<file path="src/rtl/fpu_pkg.sv">
// Shared FPU definitions: default field widths, flag bit positions,
// rounding modes and the canonical quiet NaN pattern.
package fpu_pkg;

  localparam int FPU_EXP_W  = 8;
  localparam int FPU_FRAC_W = 23;
  localparam int FPU_MAX_W  = 128;

  localparam int FLAG_NV = 3;
  localparam int FLAG_OF = 2;
  localparam int FLAG_UF = 1;
  localparam int FLAG_NX = 0;

  // Only RNE is implemented; the other encodings are held for later units.
  typedef enum logic [1:0] {
    RM_RNE = 2'd0,
    RM_RTZ = 2'd1,
    RM_RDN = 2'd2,
    RM_RUP = 2'd3
  } round_mode_e;

  function automatic logic [FPU_MAX_W-1:0] fpu_qnan(input int exp_w, input int frac_w);
    logic [FPU_MAX_W-1:0] q;
    q = '0;
    for (int i = 0; i < FPU_MAX_W; i++) begin
      if (i >= frac_w - 1 && i < frac_w + exp_w) q[i] = 1'b1;
    end
    return q;
  endfunction

endpackage

</file>
<file path="src/rtl/fpu_lzc.sv">
// Leading-zero counter; reports WIDTH and o_zero when the input is all zero.
module fpu_lzc #(
  parameter int WIDTH = 8
) (
  input  logic [WIDTH-1:0]             i_data,
  output logic [$clog2(WIDTH+1)-1:0]   o_count,
  output logic                         o_zero
);
  localparam int CW = $clog2(WIDTH + 1);

  always_comb begin
    o_count = CW'(WIDTH);
    for (int i = 0; i < WIDTH; i++) begin
      if (i_data[i]) o_count = CW'(WIDTH - 1 - i);
    end
  end

  assign o_zero = ~|i_data;

endmodule

</file>
<file path="src/rtl/faddsub_pipe.sv">
// Three-stage IEEE-754 adder/subtractor (align, add+LZC, normalise/round/pack)
// with round-to-nearest-even, denormal flush and a stall-all valid/ready pipe.
module faddsub_pipe
  import fpu_pkg::*;
#(
  parameter int EXP_W  = FPU_EXP_W,
  parameter int FRAC_W = FPU_FRAC_W
) (
  input  logic                     clk,
  input  logic                     reset,
  input  logic                     in_valid,
  output logic                     in_ready,
  input  logic [EXP_W+FRAC_W:0]    op1,
  input  logic [EXP_W+FRAC_W:0]    op2,
  input  logic                     sub,
  output logic                     out_valid,
  input  logic                     out_ready,
  output logic [EXP_W+FRAC_W:0]    result,
  output logic [3:0]               flags
);
  localparam int W  = 1 + EXP_W + FRAC_W;
  localparam int M  = FRAC_W + 4;
  localparam int S  = FRAC_W + 5;
  localparam int CW = $clog2(S + 1);
  localparam int EP = EXP_W + 2;
  localparam logic [EXP_W-1:0] EXP_ONES = '1;
  localparam logic [EP-1:0]    E_OVF    = EP'(2**EXP_W - 1);
  localparam logic [W-1:0]     QNAN     = W'(fpu_qnan(EXP_W, FRAC_W));

  logic w_en;
  logic r_v1, r_v2, r_v3;
  logic [W-1:0] r_result;
  logic [3:0]   r_flags;

  assign w_en      = !r_v3 || out_ready;
  assign in_ready  = w_en;
  assign out_valid = r_v3;
  assign result    = r_result;
  assign flags     = r_flags;

  // ---------------- stage 1: unpack, specials, swap, align
  logic              w_sa, w_sb;
  logic [EXP_W-1:0]  w_ea, w_eb;
  logic [FRAC_W-1:0] w_fa_raw, w_fb_raw, w_fa, w_fb;
  logic              w_za, w_zb, w_nan_a, w_nan_b, w_snan_a, w_snan_b, w_inf_a, w_inf_b;
  logic [M-1:0]      w_sig_a, w_sig_b;

  assign w_sa     = op1[W-1];
  assign w_sb     = op2[W-1] ^ sub;
  assign w_ea     = op1[W-2:FRAC_W];
  assign w_eb     = op2[W-2:FRAC_W];
  assign w_fa_raw = op1[FRAC_W-1:0];
  assign w_fb_raw = op2[FRAC_W-1:0];
  assign w_za     = (w_ea == '0);
  assign w_zb     = (w_eb == '0);
  assign w_fa     = w_za ? '0 : w_fa_raw;
  assign w_fb     = w_zb ? '0 : w_fb_raw;
  assign w_nan_a  = (w_ea == EXP_ONES) && (w_fa_raw != '0);
  assign w_nan_b  = (w_eb == EXP_ONES) && (w_fb_raw != '0);
  assign w_snan_a = w_nan_a && !w_fa_raw[FRAC_W-1];
  assign w_snan_b = w_nan_b && !w_fb_raw[FRAC_W-1];
  assign w_inf_a  = (w_ea == EXP_ONES) && (w_fa_raw == '0);
  assign w_inf_b  = (w_eb == EXP_ONES) && (w_fb_raw == '0);
  assign w_sig_a  = w_za ? '0 : {1'b1, w_fa, 3'b000};
  assign w_sig_b  = w_zb ? '0 : {1'b1, w_fb, 3'b000};

  logic         w_spec;
  logic [W-1:0] w_spec_res;
  logic [3:0]   w_spec_flg;

  always_comb begin
    w_spec     = 1'b1;
    w_spec_res = '0;
    w_spec_flg = '0;
    if (w_nan_a || w_nan_b) begin
      w_spec_res          = QNAN;
      w_spec_flg[FLAG_NV] = w_snan_a || w_snan_b;
    end else if (w_inf_a && w_inf_b && (w_sa != w_sb)) begin
      w_spec_res          = QNAN;
      w_spec_flg[FLAG_NV] = 1'b1;
    end else if (w_inf_a) begin
      w_spec_res = {w_sa, EXP_ONES, {FRAC_W{1'b0}}};
    end else if (w_inf_b) begin
      w_spec_res = {w_sb, EXP_ONES, {FRAC_W{1'b0}}};
    end else if (w_za && w_zb) begin
      w_spec_res = {w_sa && w_sb, {(W-1){1'b0}}};
    end else begin
      w_spec = 1'b0;
    end
  end

  logic             w_a_big, w_s_big;
  logic [EXP_W-1:0] w_e_big, w_e_sm, w_d;
  logic [M-1:0]     w_sig_big, w_sig_sm, w_sm_sh, w_sm_lost, w_sm_al;

  assign w_a_big   = {w_ea, w_fa} >= {w_eb, w_fb};
  assign w_s_big   = w_a_big ? w_sa : w_sb;
  assign w_e_big   = w_a_big ? w_ea : w_eb;
  assign w_e_sm    = w_a_big ? w_eb : w_ea;
  assign w_sig_big = w_a_big ? w_sig_a : w_sig_b;
  assign w_sig_sm  = w_a_big ? w_sig_b : w_sig_a;
  assign w_d       = w_e_big - w_e_sm;
  // Shifts of M or more clear the shifted value and push everything into lost,
  // so huge exponent gaps collapse to a lone sticky bit without a special case.
  assign w_sm_sh   = w_sig_sm >> w_d;
  assign w_sm_lost = w_sig_sm & ~({M{1'b1}} << w_d);
  assign w_sm_al   = {w_sm_sh[M-1:1], w_sm_sh[0] | (|w_sm_lost)};

  logic             r_s1_spec, r_s1_sign, r_s1_esub;
  logic [W-1:0]     r_s1_spec_res;
  logic [3:0]       r_s1_spec_flg;
  logic [EXP_W-1:0] r_s1_exp;
  logic [M-1:0]     r_s1_big, r_s1_sm;

  // ---------------- stage 2: add and count leading zeros
  logic [S-1:0]  w_sum;
  logic [CW-1:0] w_lzc;
  logic          w_sum_zero;

  assign w_sum = r_s1_esub ? ({1'b0, r_s1_big} - {1'b0, r_s1_sm})
                           : ({1'b0, r_s1_big} + {1'b0, r_s1_sm});

  fpu_lzc #(.WIDTH(S)) u_lzc (
    .i_data  (w_sum),
    .o_count (w_lzc),
    .o_zero  (w_sum_zero)
  );

  logic             r_s2_spec, r_s2_sign, r_s2_zero;
  logic [W-1:0]     r_s2_spec_res;
  logic [3:0]       r_s2_spec_flg;
  logic [EXP_W-1:0] r_s2_exp;
  logic [S-1:0]     r_s2_sum;
  logic [CW-1:0]    r_s2_lzc;

  // ---------------- stage 3: normalise, round, pack
  logic [CW-1:0]     w_shamt;
  logic [S-2:0]      w_shl, w_norm;
  logic [FRAC_W:0]   w_mant;
  logic              w_g, w_r, w_st, w_inc, w_rc, w_of, w_uf;
  logic [FRAC_W+1:0] w_rnd;
  logic [FRAC_W-1:0] w_frac;
  logic [EP-1:0]     w_e;

  // A carry out of the adder means lzc is 0, so exp+1-lzc covers both cases.
  assign w_shamt = r_s2_lzc - CW'(1);
  assign w_shl   = (S-1)'(r_s2_sum << w_shamt);
  assign w_norm  = r_s2_sum[S-1] ? {r_s2_sum[S-1:2], r_s2_sum[1] | r_s2_sum[0]} : w_shl;
  assign w_mant  = w_norm[S-2:3];
  assign w_g     = w_norm[2];
  assign w_r     = w_norm[1];
  assign w_st    = w_norm[0];
  assign w_inc   = w_g && (w_r || w_st || w_mant[0]);
  assign w_rnd   = {1'b0, w_mant} + (FRAC_W+2)'(w_inc);
  assign w_rc    = w_rnd[FRAC_W+1];
  assign w_frac  = w_rc ? w_rnd[FRAC_W:1] : w_rnd[FRAC_W-1:0];
  assign w_e     = EP'(r_s2_exp) + EP'(1) - EP'(r_s2_lzc) + EP'(w_rc);
  assign w_of    = !w_e[EP-1] && (w_e >= E_OVF);
  assign w_uf    = w_e[EP-1] || (w_e == '0);

  logic [W-1:0] w_res;
  logic [3:0]   w_flg;

  always_comb begin
    w_res          = {r_s2_sign, w_e[EXP_W-1:0], w_frac};
    w_flg          = '0;
    w_flg[FLAG_NX] = w_g || w_r || w_st;
    if (r_s2_spec) begin
      w_res = r_s2_spec_res;
      w_flg = r_s2_spec_flg;
    end else if (r_s2_zero) begin
      w_res = '0;
      w_flg = '0;
    end else if (w_of) begin
      w_res          = {r_s2_sign, EXP_ONES, {FRAC_W{1'b0}}};
      w_flg[FLAG_OF] = 1'b1;
      w_flg[FLAG_NX] = 1'b1;
    end else if (w_uf) begin
      w_res          = {r_s2_sign, {(W-1){1'b0}}};
      w_flg[FLAG_UF] = 1'b1;
      w_flg[FLAG_NX] = 1'b1;
    end
  end

  // ---------------- registers
  always_ff @(posedge clk) begin
    if (reset) begin
      r_v1     <= 1'b0;
      r_v2     <= 1'b0;
      r_v3     <= 1'b0;
      r_result <= '0;
      r_flags  <= '0;
    end else if (w_en) begin
      r_v1 <= in_valid;
      r_v2 <= r_v1;
      r_v3 <= r_v2;
      if (r_v2) begin
        r_result <= w_res;
        r_flags  <= w_flg;
      end
    end
  end

  always_ff @(posedge clk) begin
    if (in_valid && w_en) begin
      r_s1_spec     <= w_spec;
      r_s1_spec_res <= w_spec_res;
      r_s1_spec_flg <= w_spec_flg;
      r_s1_sign     <= w_s_big;
      r_s1_esub     <= w_sa ^ w_sb;
      r_s1_exp      <= w_e_big;
      r_s1_big      <= w_sig_big;
      r_s1_sm       <= w_sm_al;
    end
    if (r_v1 && w_en) begin
      r_s2_spec     <= r_s1_spec;
      r_s2_spec_res <= r_s1_spec_res;
      r_s2_spec_flg <= r_s1_spec_flg;
      r_s2_sign     <= r_s1_sign;
      r_s2_exp      <= r_s1_exp;
      r_s2_sum      <= w_sum;
      r_s2_lzc      <= w_lzc;
      r_s2_zero     <= w_sum_zero;
    end
  end

endmodule

</file>
<file path="config.mk">
export PLATFORM = sky130hd
export DESIGN_NAME = faddsub_pipe
export DESIGN_NICKNAME = d
export VERILOG_FILES = /design/src/rtl/fpu_pkg.sv /design/src/rtl/fpu_lzc.sv /design/src/rtl/faddsub_pipe.sv
export SDC_FILE = /design/constraint.sdc
export NUM_CORES = 1
export LEC_CHECK = 0
export CELL_PAD_IN_SITES_DETAIL_PLACEMENT = 0
export CELL_PAD_IN_SITES_GLOBAL_PLACEMENT = 1
export CORE_MARGIN = 3
export CORE_UTILIZATION = 36
export CTS_CLUSTER_SIZE = 12
export DETAILED_ROUTE_END_ITERATION = 12
export GPL_ROUTABILITY_DRIVEN = 0
export GPL_TIMING_DRIVEN = 0
export PLACE_DENSITY_LB_ADDON = 0.1
export SLEW_MARGIN = 20
export SYNTH_ARGS = -nofsm -noshare
export SYNTH_HDL_FRONTEND = slang
export SYNTH_SLANG_ARGS = --single-unit
export TNS_END_PERCENT = 1
</file>
<file path="constraint.sdc">
create_clock -name clk -period 14.5 [get_ports clk]
set_clock_uncertainty 0.15 [all_clocks]
set_input_delay 3.625 -clock clk [delete_from_list [all_inputs] [get_ports clk]]
set_output_delay 3.625 -clock clk [all_outputs]
set_load 0.03 [all_outputs]
</file>
==> out/summary.log <==
qor: grt.track_usage 23.4%
qor: die.floorplan.die.height 202 um
qor: timing.slew_viol_final 0
qor: timing.final.period_utilization 80.5%
qor: synth.ys_async_sr_fraction 0%
qor: die.die_x 202 um
qor: clocking.clock_sinks 153
qor: final_layout.post_route_cells_drive_above_1_share 7.97%
qor: synth.post-synth-top-area-cell edfxtp_1
qor: timing.fin_ws 2830 ps
qor: route.detail_route.first_pass.iterations 7
qor: die.die_area 40800 um^2
qor: synth.yosys_cell_types 98
qor: route.detail_route.vias_per_cell 5.81
qor: route.routed_wirelength 48800 um
qor: die.io-pin-count 107
qor: critical_path.worst-path-max-fanout 10
qor: synth.number_of_instances_in_the_synthesized_netlist 1618
qor: critical_path.worst-endpoint-required 14470 ps
qor: synth.postSynthNetCount 1765
qor: clocking.ctsHoldBuffers 0
qor: timing.tightest_slew 1120 ps
qor: job.max_capacitance_violation_total 0
qor: timing.rsz0062_at_grt false
qor: final_layout.antenna_cells 0
qor: final_layout.layout-area-overhead-vs-synth 17.3%
qor: clocking.htree_num_levels 4
qor: timing.fin_crit 11670 ps
qor: die.design.core.area 37800 um^2
qor: critical_path.critical_path.startpoint_type input port
qor: power.power.ir.vdd_worst 0.0000793 V
qor: synth.synthTopCellsByCount nand2_1, nor2_1, a21oi_1
qor: synth.syn_area_per_cell 8.55 um^2
qor: grt.overflow 0
qor: power.static_leak 6.16 nW
qor: clocking.clock_transition_at_the_registers_of_the_reported_paths 70 ps
qor: timing.number_of_endpoints_with_negative_hold_slack_in_the_final_report 0
qor: grt.antenna_found_initial 0
qor: critical_path.crit_path_end_kind register
qor: final_layout.nFillCells 3856
qor: worst_hold_path.hold_path.class reg -> reg
qor: route.drt_iter0_drc 1063
qor: synth.synth_enable_flop_cells 114
qor: route.ant_nets 0
qor: placed_design.portBuffers 105
qor: timing.max_slew_margin 24.5%
qor: clocking.cts_tree yes
qor: grt.maximum_number_of_pins_on_one_net_before_global_route_repair 61
qor: final_layout.final_nets 1891
qor: grt.grt_first_pass_wirelength 75200 um
qor: critical_path.timing.setup.critical_path_class in -> reg
qor: synth.ys_ff_latch 153
qor: final_layout.final_core_utilization 43.0%
qor: timing.finalSetupViolations 0
qor: critical_path.critPathArrivalTime 11640 ps
qor: synth.warning_count_from_the_yosys_run 0
qor: synth.post_synthesis_instance_area 13800 um^2
qor: synth.portion_of_the_post_synthesis_area_used_by_sequential_elements 30.4%
qor: status.outcome finished, final reports clean
qor: placed_design.hpwl 39900 um
qor: clocking.clk_path_buf_depth 2
qor: clocking.postCtsResizedCells 0
qor: clocking.post-cts-setup-buffers 0
qor: route.dr_total_vias 13175
qor: critical_path.crit_path_top_delay_cell xnor2_1
qor: clocking.numCtsBuffers 17
qor: power.total_power 1.96 mW
qor: clocking.clockRootBuffer clkbuf_16
qor: synth.post-synth-top-area-fraction 24.7%
qor: grt.vias_in_the_first_global_route 12634
qor: placed_design.place_ws 2530 ps
qor: die.row_count 71
qor: power.power_density 121 nW/um^2
qor: timing.fmaxAchievable 85.7 MHz
qor: synth.ys_dominant_reg_cell edfxtp_1
qor: synth.yosys.cell_count.top_type nand2_1
qor: route.wl_per_cell 21.5 um
qor: clocking.clk_latency 430 ps
qor: critical_path.cp_slowest_stage_delay 910 ps
qor: timing.fin_tns_setup 0 ps
qor: route.drt_drc_violations_left 0
qor: synth.yosys-top-cells-area edfxtp_1, ha_1, mux2i_1
qor: die.initial_core_utilization 36.6%
## layer usage
metal | share of wire [%] | vias to the layer above | wire length, um | track usage (%)
met5 | 0 | - | 0 | 0
met2 | 49 | 477 | 24000 | 40.7
met3 | 4.6 | 86 | 2240 | 2.53
li1 | - | 6302 | - | -
met1 | 43 | 6310 | 21000 | 30.4
met4 | 3.2 | 0 | 1540 | 7.60
## worst max-delay path: cells and delay by family
kind / cells / cell delay, ps
adder cells (fa/ha/maj): 2 / 530
multiplexers: 1 / 130
XOR/XNOR: 1 / 910
AO/OA/AOI/OAI: 11 / 3340
AND/OR/NAND/NOR: 5 / 1260
buffers and inverters: 6 / 1830
## report_power, final
part	internal, mW	total (mW)	switching (mW)
Sequential	0.526	0.565	0.0389
Clock	0.279	0.474	0.195
Combinational	0.341	0.920	0.579
## sequential cells by signal, summed over array words and instances (netlist names)
signal and cells:
result 32, r_s1_sm 27, r_s1_spec_res 3, r_s2_sum 28
r_s1_spec 1, r_s1_spec_flg 1, r_s1_esub 1, r_s2_zero 1
r_s2_spec 1, r_s2_exp 8, out_valid 1, r_v1 1
r_s1_exp 8, r_s2_spec_res 3, flags 4, r_s1_sign 1
r_s2_spec_flg 1, r_v2 1, r_s2_lzc 5, r_s1_big 24
r_s2_sign 1
## final timing paths
| path | startpoint | end | slack, ps | cells past startpoint |
|---|---|---|---|---|
| worst max-delay path | op1[25] | r_s1_sm[0]$_DFFE_PP_ | 2830 | 26 |
| worst min-delay path | r_s1_exp[7]$_DFFE_PP_ | r_s2_exp[7]$_DFFE_PP_ | 280 | 0 |
| worst max register to register | r_s2_lzc[0]$_SDFFCE_PP0P_ | result[5]$_SDFFE_PP0P_ | 5490 | 37 |
| worst min register to register | r_s1_exp[7]$_DFFE_PP_ | r_s2_exp[7]$_DFFE_PP_ | 280 | 0 |
## layout by cell type, fill, tap and decap left out, types with 26 or more instances in the layout
cell type        count
nand3_1             33
a22oi_1             26
xnor2_1             52
edfxtp_1           114
clkbuf_1            51
inv_1               76
mux2i_1             87
clkdlybuf4s50_1    105
o21ai_0             88
ha_1                76
nor2_1             175
a21oi_1            119
nor4_1              35
nand2_1            191
dfxtp_1             39
nor3_1              48
## stage by stage
step	hold WS (ps)	instance area, um^2	cells
floorplan	250	13800	1618
CTS	277	16200	2268
global placement	254	15500	2234
detailed placement	260	15600	2236
finish	275	16200	2268
global route	280	16200	2268
## logic make-up (layout without fill, tap and decap cells)
logic type	Yosys count	in the layout	share of synthesized area [%]
xor gates and xnor gates	74	74	4.85
DFF	153	153	30.4
buffers and inverters	161	300	4.82
muxes	125	125	11.4
AOI/OAI and AO/OA	427	427	21.0
and+or+nand+nor	600	600	20.4
adders and majority gates	78	78	7.16
## layout make-up
type	instances	area, um^2	area share (%)
buffer	84	378	2.33
clock buffer	17	425	2.62
clock inverter	15	214	1.32
inverter	77	289	1.78
multi-input combinational	1304	8980	55.3
sequential	153	4200	25.9
tap	511	639	3.94
timing repair buffer	107	1100	6.77
Note: power is estimated with default switching activity, not from simulation.
